### src/rtl/sram_arb_pkg.sv
// Shared types and constants for the two-requester SRAM port arbiter.
package sram_arb_pkg;

   typedef enum logic [1:0] {
      IDLE = 2'd0,
      CMD  = 2'd1,
      RESP = 2'd2
   } state_e;

   localparam int REQ_CORE = 0;
   localparam int REQ_HK   = 1;

   localparam int DEF_NUM_WMASKS = 4;
   localparam int DEF_DATA_WIDTH = 32;
   localparam int DEF_ADDR_WIDTH = 9;

endpackage

### src/rtl/rr_arbiter_2.sv
// Two-input round-robin picker: on a tie the requester that did not win last time is chosen.
module rr_arbiter_2 (
   input  logic [1:0] req,
   input  logic       last_grant,
   output logic       grant,
   output logic       any_req
);

   always_comb begin
      any_req = |req;
      if (req == 2'b11) grant = ~last_grant;
      else              grant = req[1];
   end

endmodule

### src/rtl/sram_port_arbiter.sv
// Shares SRAM port 0 between the management core and the housekeeping engine,
// registering the command and steering a one-cycle ack plus read data back.
import sram_arb_pkg::*;

module sram_port_arbiter #(
   parameter int NUM_WMASKS = DEF_NUM_WMASKS,
   parameter int DATA_WIDTH = DEF_DATA_WIDTH,
   parameter int ADDR_WIDTH = DEF_ADDR_WIDTH
) (
   input  logic                    clk,
   input  logic                    reset,
   input  logic [1:0]              req_i,
   input  logic [1:0]              we_i,
   input  logic [2*NUM_WMASKS-1:0] wmask_i,
   input  logic [2*ADDR_WIDTH-1:0] addr_i,
   input  logic [2*DATA_WIDTH-1:0] wdata_i,
   output logic [1:0]              ack_o,
   output logic [DATA_WIDTH-1:0]   rdata_o,
   output logic                    csb0,
   output logic                    web0,
   output logic [NUM_WMASKS-1:0]   wmask0,
   output logic [ADDR_WIDTH-1:0]   addr0,
   output logic [DATA_WIDTH-1:0]   din0,
   input  logic [DATA_WIDTH-1:0]   dout0
);

   state_e                  state_q, state_d;
   logic                    last_grant_q, last_grant_d;
   logic                    csb0_q, csb0_d;
   logic                    web0_q, web0_d;
   logic [NUM_WMASKS-1:0]   wmask0_q, wmask0_d;
   logic [ADDR_WIDTH-1:0]   addr0_q, addr0_d;
   logic [DATA_WIDTH-1:0]   din0_q, din0_d;
   logic [1:0]              ack_q, ack_d;

   logic [1:0] arb_req;
   logic       grant;
   logic       any_req;

   // last_grant doubles as the in-flight winner: it is loaded together with the command.
   always_comb begin
      arb_req = 2'b00;
      case (state_q)
         IDLE:    arb_req = req_i;
         RESP:    arb_req = req_i & (last_grant_q ? 2'b01 : 2'b10);
         default: arb_req = 2'b00;
      endcase
   end

   rr_arbiter_2 u_rr (
      .req        (arb_req),
      .last_grant (last_grant_q),
      .grant      (grant),
      .any_req    (any_req)
   );

   always_comb begin
      state_d      = state_q;
      last_grant_d = last_grant_q;
      csb0_d       = 1'b1;
      web0_d       = web0_q;
      wmask0_d     = wmask0_q;
      addr0_d      = addr0_q;
      din0_d       = din0_q;
      ack_d        = 2'b00;
      case (state_q)
         CMD: begin
            state_d          = RESP;
            ack_d[REQ_CORE]  = ~last_grant_q;
            ack_d[REQ_HK]    = last_grant_q;
         end
         default: begin
            if (any_req) begin
               state_d      = CMD;
               last_grant_d = grant;
               csb0_d       = 1'b0;
               web0_d       = ~we_i[grant];
               wmask0_d     = grant ? wmask_i[NUM_WMASKS +: NUM_WMASKS] : wmask_i[0 +: NUM_WMASKS];
               addr0_d      = grant ? addr_i[ADDR_WIDTH +: ADDR_WIDTH]   : addr_i[0 +: ADDR_WIDTH];
               din0_d       = grant ? wdata_i[DATA_WIDTH +: DATA_WIDTH]  : wdata_i[0 +: DATA_WIDTH];
            end else begin
               state_d = IDLE;
            end
         end
      endcase
   end

   always_ff @(posedge clk) begin
      if (reset) begin
         state_q      <= IDLE;
         last_grant_q <= 1'b1;
         csb0_q       <= 1'b1;
         web0_q       <= 1'b1;
         wmask0_q     <= '0;
         addr0_q      <= '0;
         din0_q       <= '0;
         ack_q        <= 2'b00;
      end else begin
         state_q      <= state_d;
         last_grant_q <= last_grant_d;
         csb0_q       <= csb0_d;
         web0_q       <= web0_d;
         wmask0_q     <= wmask0_d;
         addr0_q      <= addr0_d;
         din0_q       <= din0_d;
         ack_q        <= ack_d;
      end
   end

   assign ack_o  = ack_q;
   assign csb0   = csb0_q;
   assign web0   = web0_q;
   assign wmask0 = wmask0_q;
   assign addr0  = addr0_q;
   assign din0   = din0_q;

   // The command registers still hold the acked access during RESP, so web0 tells read from write.
   assign rdata_o = ((|ack_q) && web0_q) ? dout0 : '0;

endmodule

### config.mk
export PLATFORM = sky130hd
export DESIGN_NAME = sram_port_arbiter
export DESIGN_NICKNAME = d
export VERILOG_FILES = /design/src/rtl/sram_arb_pkg.sv /design/src/rtl/rr_arbiter_2.sv /design/src/rtl/sram_port_arbiter.sv
export SDC_FILE = /design/constraint.sdc
export NUM_CORES = 1
export LEC_CHECK = 0
export CORE_MARGIN = 3
export CORE_UTILIZATION = 38
export CTS_CLUSTER_DIAMETER = 40
export DETAILED_ROUTE_END_ITERATION = 10
export GPL_TIMING_DRIVEN = 0
export PLACE_DENSITY = 0.87
export SKIP_LAST_GASP = 1
export SYNTH_ARGS = -nofsm -noshare
export SYNTH_HDL_FRONTEND = slang
export SYNTH_SLANG_ARGS = --single-unit
### constraint.sdc
create_clock -name clk -period 3.45 [get_ports clk]
set_input_delay 0.69 -clock clk [delete_from_list [all_inputs] [get_ports clk]]
set_output_delay 0.69 -clock clk [all_outputs]
set_load 0.01 [all_outputs]
==> results of run 1 <==
==> stage by stage <==
step / power [mW] / setup slack, ps / cells
global placement: 1.41 / 908 / 616
global route: 1.85 / 667 / 623
floorplan: 1.06 / 1640 / 310
finish: 1.75 / 845 / 623
detailed placement: 1.44 / 856 / 616
CTS: 1.77 / 831 / 623
==> power groups by stage <==
stage | sequential [mW] | clock, mW | combinational [mW]
finish | 0.721 | 0.331 | 0.699
global placement | 0.730 | 0 | 0.684
detailed placement | 0.733 | 0 | 0.703
floorplan | 0.757 | 0 | 0.306
global route | 0.730 | 0.364 | 0.752
CTS | 0.720 | 0.342 | 0.706
==> metal layers <==
metal | wire [µm] | global-route usage | up-vias
met2 | 5450 | 0.405 | 100
met1 | 4290 | 0.279 | 1514
met3 | 717 | 0.0590 | 8
met4 | 70 | 0.0397 | 0
met5 | 0 | 0 | -
li1 | - | - | 1533
==> cell families after synthesis <==
kind of cell,count (synthesis),synth area share
mux,46,0.155
buf+inv,28,0.0552
flops,52,0.351
compound gates,52,0.236
simple gates,132,0.203
==> layout make-up <==
| class | count | area (µm²) |
|---|---|---|
| Fill cell | 595 | 2170 |
| Timing Repair Buffer | 207 | 2070 |
| Multi-Input combinational cell | 230 | 1760 |
| Sequential cell | 52 | 1040 |
| Buffer | 27 | 160 |
| Tap cell | 99 | 124 |
| Clock buffer | 6 | 72.6 |
| Clock inverter | 1 | 5.00 |
| Inverter | 1 | 3.75 |
==> worst max path at each step <==
stage                                 start                    end  slack (ps)  depth (start not counted)
final                     web0$_SDFFE_PP1P_            rdata_o[30]         840                          4
after global routing      web0$_SDFFE_PP1P_            rdata_o[23]         670                          4
after CTS                 web0$_SDFFE_PP1P_            rdata_o[23]         830                          4
after detailed placement          dout0[23]            rdata_o[23]         860                          3
after global placement            dout0[30]            rdata_o[30]         910                          3
after floorplan                    req_i[1]  addr0[0]$_SDFFE_PP0P_        1640                          5
==> state kept, by name, summed over array words and instances, names as in the netlist <==
signal        cells
web0              1
addr0             9
wmask0            4
state_q           2
csb0              1
din0             32
last_grant_q      1
ack_o             2
==> synthesized netlist by cell type, drive strengths merged <==
master   instances
mux2i           46
nand2b           2
nor2            91
a21boi           1
and2            34
buf             18
nor2b            2
clkbuf           9
a21o             1
dfxtp           52
o21a             1
nand2            2
inv              1
o21ai            1
a211o            1
a31oi            1
a2111oi         45
a221o            1
nor3b            1
==> worst reg2reg max path, stage by stage (launching register included) <==
cell	delay (ps)
dfxtp_1	440
nand2b_1	130
a21o_1	140
clkbuf_1	390
nor2_1	100
a2111oi_2	380
==> flow_metrics.tcl, run 1 <==
set metrics [dict create \
    period_needed_ps 2610 \
    synth.yosys.seq_area_share 0.351 \
    ys_types 24 \
    utilization 0.708 \
    hp-start "din0[19]$_SDFFE_PP0P_" \
    final.setup_skew_ps 5.62 \
    design_area_um2 5240 \
    port_buffers 207 \
    crit_chain "o21a_1, clkbuf_1, and2_1, clkdlybuf4s50_1" \
    cts_tree "done" \
    wl_per_cell_um 16.9 \
    vdd_drop_max_mv 0.186 \
    finalWirelength_um 10500 \
    gr-total-overflow 0 \
    vias_per_cell 5.06 \
    p_leak_nw 2.19 \
    hold_buffers 0 \
    postRouteAntennaNets 0 \
    synth_area_um2 2970 \
    swShare 0.310 \
    combPwrFrac 0.399 \
    drive_gt1_frac 0.122 \
    powerDensity_nw_per_um2 334 \
    r2r-start "last_grant_q$_SDFFE_PP1P_" \
    report.final.slew_viol_count 0 \
    die-area_um2 8910 \
    cp_num_buf_inv 2 \
    worstHoldPathType "flip-flop to flip-flop" \
    syn_to_final_growth_pct 76.6 \
    dp_hpwl_um 8460 \
    p_seq_frac 0.412 \
    worst_ep_required_time_ps 2760 \
    layout_common_cells "207 x clkdlybuf4s50_1, 91 x nor2_1, 52 x dfxtp_1" \
    timing.rr.end "din0[29]$_SDFFE_PP0P_" \
    cts_htree_levels 2 \
    fin_tns_setup_ps 0 \
    die_w_um 94.4 \
    outcome "finished, final reports clean" \
    grt_use_total 0.227 \
    hold_end "din0[19]$_SDFFE_PP0P_" \
    die_h_um 94.4 \
    synthTopCellsByArea "dfxtp_1 35%, a2111oi_2 20%, mux2i_1 16%, nor2_1 12%, and2_1 7.2%" \
    grt_max_degree 15 \
    internal_power_mw 1.21 \
    cts_buffers 5 \
    reg2reg_slack_ps 1750 \
    cp-end-kind "output pin" \
    synth_nets 438 \
    yosys_warnings 0 \
    clock_sinks 52 \
    grt_pass1_vias 3275 \
    critPathMaxStageDelay_ps 590 \
    synth_top_area_frac 0.351 \
    critPathKind "flip-flop to output pin" \
    diodes 0 \
    whs_ps 528 \
    drt_pass1_iterations 4 \
    maxSlewHeadroom 0.516 \
    syn_avg_cell_area_um2 9.58 \
    path_clk_slew_ps 90 \
    final_common_cell "clkdlybuf4s50_1" \
    grt_pass1_wl_um 16200 \
    io_pins 209 \
    final_nets 652 \
    fmax_mhz 384 \
    fp-row-count 31 \
    max-cap-violations 0 \
    yosys.area.top_type "dfxtp_1" \
    setup_violations 0 \
    hold_depth 2 \
    power_frac_clock 0.189 \
    insertion_delay_ps 290 \
    path_max_fanout 10 \
    period_share 0.755 \
    cts-resized-gates 0 \
    core-area_um2 7410 \
    vias 3155 \
    gp_congestion 0.726 \
    cp_slowest_cell "clkdlybuf4s50_1" \
    placedInstanceArea_um2 5160 \
    clockRootBuffer "clkbuf_8" \
    antenna_found_initial 0 \
    power.switching_mw 0.543 \
    syn_inst 310 \
    r2r_cells 5 \
    worst_slew_pin_slew_ps 727 \
    drt_iter0_drc 85 \
    ys_ff_latch 52 \
    arrival_ps 1920 \
    rsz0062_at_grt "no" \
    critPathTopFamily "buffers and inverters" \
    post-route-drc-count 0 \
    start_util 0.401 \
    cts_setup_buffers 0 \
    worst_setup_path_start_kind "flip-flop" \
    cts.path.max_buffers 2 \
    hold_violations 0 \
]
Power figures use the tool's default switching activity.
==> run 2, diff against run 1 <==
Settings changed: CORE_UTILIZATION 38 to 32, PLACE_DENSITY 0.87 to 0.78.
Clock period 3.45 ns to 2.3 ns, I/O delays scaled along.
==> flow_metrics.tcl, run 2 (synthesis gave the netlist of run 1 again) <==
set metrics [dict create \
    syn_to_final_growth_pct 77.8 \
    die_w_um 102 \
    grt_pass1_wl_um 15400 \
    grt_pass1_vias 3098 \
    gp_congestion 0.752 \
    maxSlewHeadroom 0.517 \
    die-area_um2 10500 \
    post-route-drc-count 0 \
    power_frac_clock 0.199 \
    final_nets 653 \
    dp_hpwl_um 8180 \
    insertion_delay_ps 310 \
    cts_htree_levels 2 \
    layout_common_cells "207 x clkdlybuf4s50_1, 91 x nor2_1, 52 x dfxtp_1" \
    critPathMaxStageDelay_ps 550 \
    grt_use_total 0.186 \
    postRouteAntennaNets 0 \
    fp-row-count 34 \
    worst_setup_path_start_kind "flip-flop" \
    cp-end-kind "output pin" \
    critPathKind "flip-flop to output pin" \
    clockRootBuffer "clkbuf_8" \
    crit_chain "o21a_1, buf_2, and2_1, clkdlybuf4s50_1" \
    p_seq_frac 0.406 \
    period_share 0.962 \
    outcome "finished, final reports clean" \
    swShare 0.313 \
    power_mw 2.65 \
    drt_pass1_iterations 4 \
    max-cap-violations 0 \
    largest_reg_flops 32 \
    final.setup_skew_ps 13.2 \
    vias_per_cell 4.87 \
    placedInstanceArea_um2 5180 \
    start_util 0.336 \
    wl_per_cell_um 15.9 \
    drive_gt1_frac 0.131 \
    fmax_mhz 452 \
    worst_slew_pin_slew_ps 725 \
    vdd_drop_max_mv 0.231 \
    path_clk_slew_ps 90 \
    cts.path.max_buffers 2 \
    regArea_um2 1040 \
    clock_sinks 52 \
    powerDensity_nw_per_um2 503 \
    fill_cells 795 \
    finalWirelength_um 10100 \
    period_needed_ps 2210 \
    combPwrFrac 0.395 \
    io_pins 209 \
    grt_max_degree 17 \
    vias 3090 \
    rsz0062_at_grt "yes" \
    path_max_fanout 10 \
    gr-total-overflow 0 \
    port_buffers 207 \
    p_leak_nw 2.21 \
    internal_power_mw 1.82 \
    power.switching_mw 0.830 \
    arrival_ps 1750 \
    cts_tree "done" \
    final_common_cell "clkdlybuf4s50_1" \
    design_area_um2 5280 \
    core-area_um2 8850 \
    setup_violations 0 \
    cts_buffers 5 \
    report.final.slew_viol_count 0 \
    diodes 0 \
    multiInputGateArea_um2 1760 \
    cp_slowest_cell "clkdlybuf4s50_1" \
    die_h_um 102 \
    worstHoldPathType "flip-flop to flip-flop" \
    utilization 0.597 \
    worst_ep_required_time_ps 1840 \
    drt_iter0_drc 57 \
    hold_violations 0 \
    antenna_found_initial 0 \
]
-- run 2: cell types whose count changed in the layout (fill, tap and decap cells not counted), sizes merged --
cell and change:
buf +4, clkbuf -3, clkinvlp +1
-- run 2: timing repair --
action | in CTS | in global routing
resized for setup | 3 | 5
buffers inserted | 0 | 1
endpoints found under the setup margin | 30 | 30
hold buffers | 0 | 0
pin swaps | 0 | 0
-- run 2: final timing paths --
kind	from	to	slack, ps	depth (start not counted)
setup reg to reg	state_q[1]$_SDFF_PP0_	addr0[2]$_SDFFE_PP0P_	640	5
hold / removal	last_grant_q$_SDFFE_PP1P_	ack_o[0]$_SDFF_PP0_	510	1
hold reg to reg	last_grant_q$_SDFFE_PP1P_	ack_o[0]$_SDFF_PP0_	510	1
setup / recovery	web0$_SDFFE_PP1P_	rdata_o[17]	90	4
-- run 2: power groups by stage --
stage	clock network (mW)	registers, mW	logic [mW]
floorplan	0	1.14	0.459
global placement	0	1.09	1.03
detailed placement	0	1.10	1.05
CTS	0.558	1.08	1.06
global route	0.591	1.09	1.13
finish	0.529	1.08	1.05
-- run 2: worst max-delay path, delay by kind of cell, from the launching register on --
family                 cells  cell delay [ps]
buffers and inverters      2              750
and+or+nand+nor            1              150
DFF                        1              360
AOI/OAI and AO/OA          1              190
-- run 2: per-stage QoR --
| stage | hold WS (ps) | setup TNS [ps] | setup WS, ps | std cells |
|---|---|---|---|---|
| 2_1_floorplan | 457 | 0 | 715 | 310 |
| 6_report | 514 | 0 | 88.0 | 634 |
| 5_1_grt | 537 | -74.2 | -10.3 | 634 |
| 4_1_cts | 514 | 0 | 19.2 | 633 |
| 3_5_place_dp | 485 | -1090 | -61.9 | 625 |
| 3_3_place_gp | 484 | 0 | 9.97 | 625 |
-- run 2: layout make-up --
cell class	instances	area share
clock buffer	6	0.0137
buffer	27	0.0315
clock inverter	2	0.00308
timing repair buffer	208	0.394
multi-input combinational	230	0.334
sequential	52	0.197
tap	108	0.0256
inverter	1	0.000711
-- run 2: layer usage --
| layer | vias up | global-route usage | share of wire |
|---|---|---|---|
| li1 | 1540 | - | - |
| met1 | 1443 | 0.229 | 0.42 |
| met2 | 98 | 0.322 | 0.51 |
| met3 | 9 | 0.0546 | 0.066 |
| met4 | 0 | 0.0363 | 0.0085 |
| met5 | - | 0 | 0 |
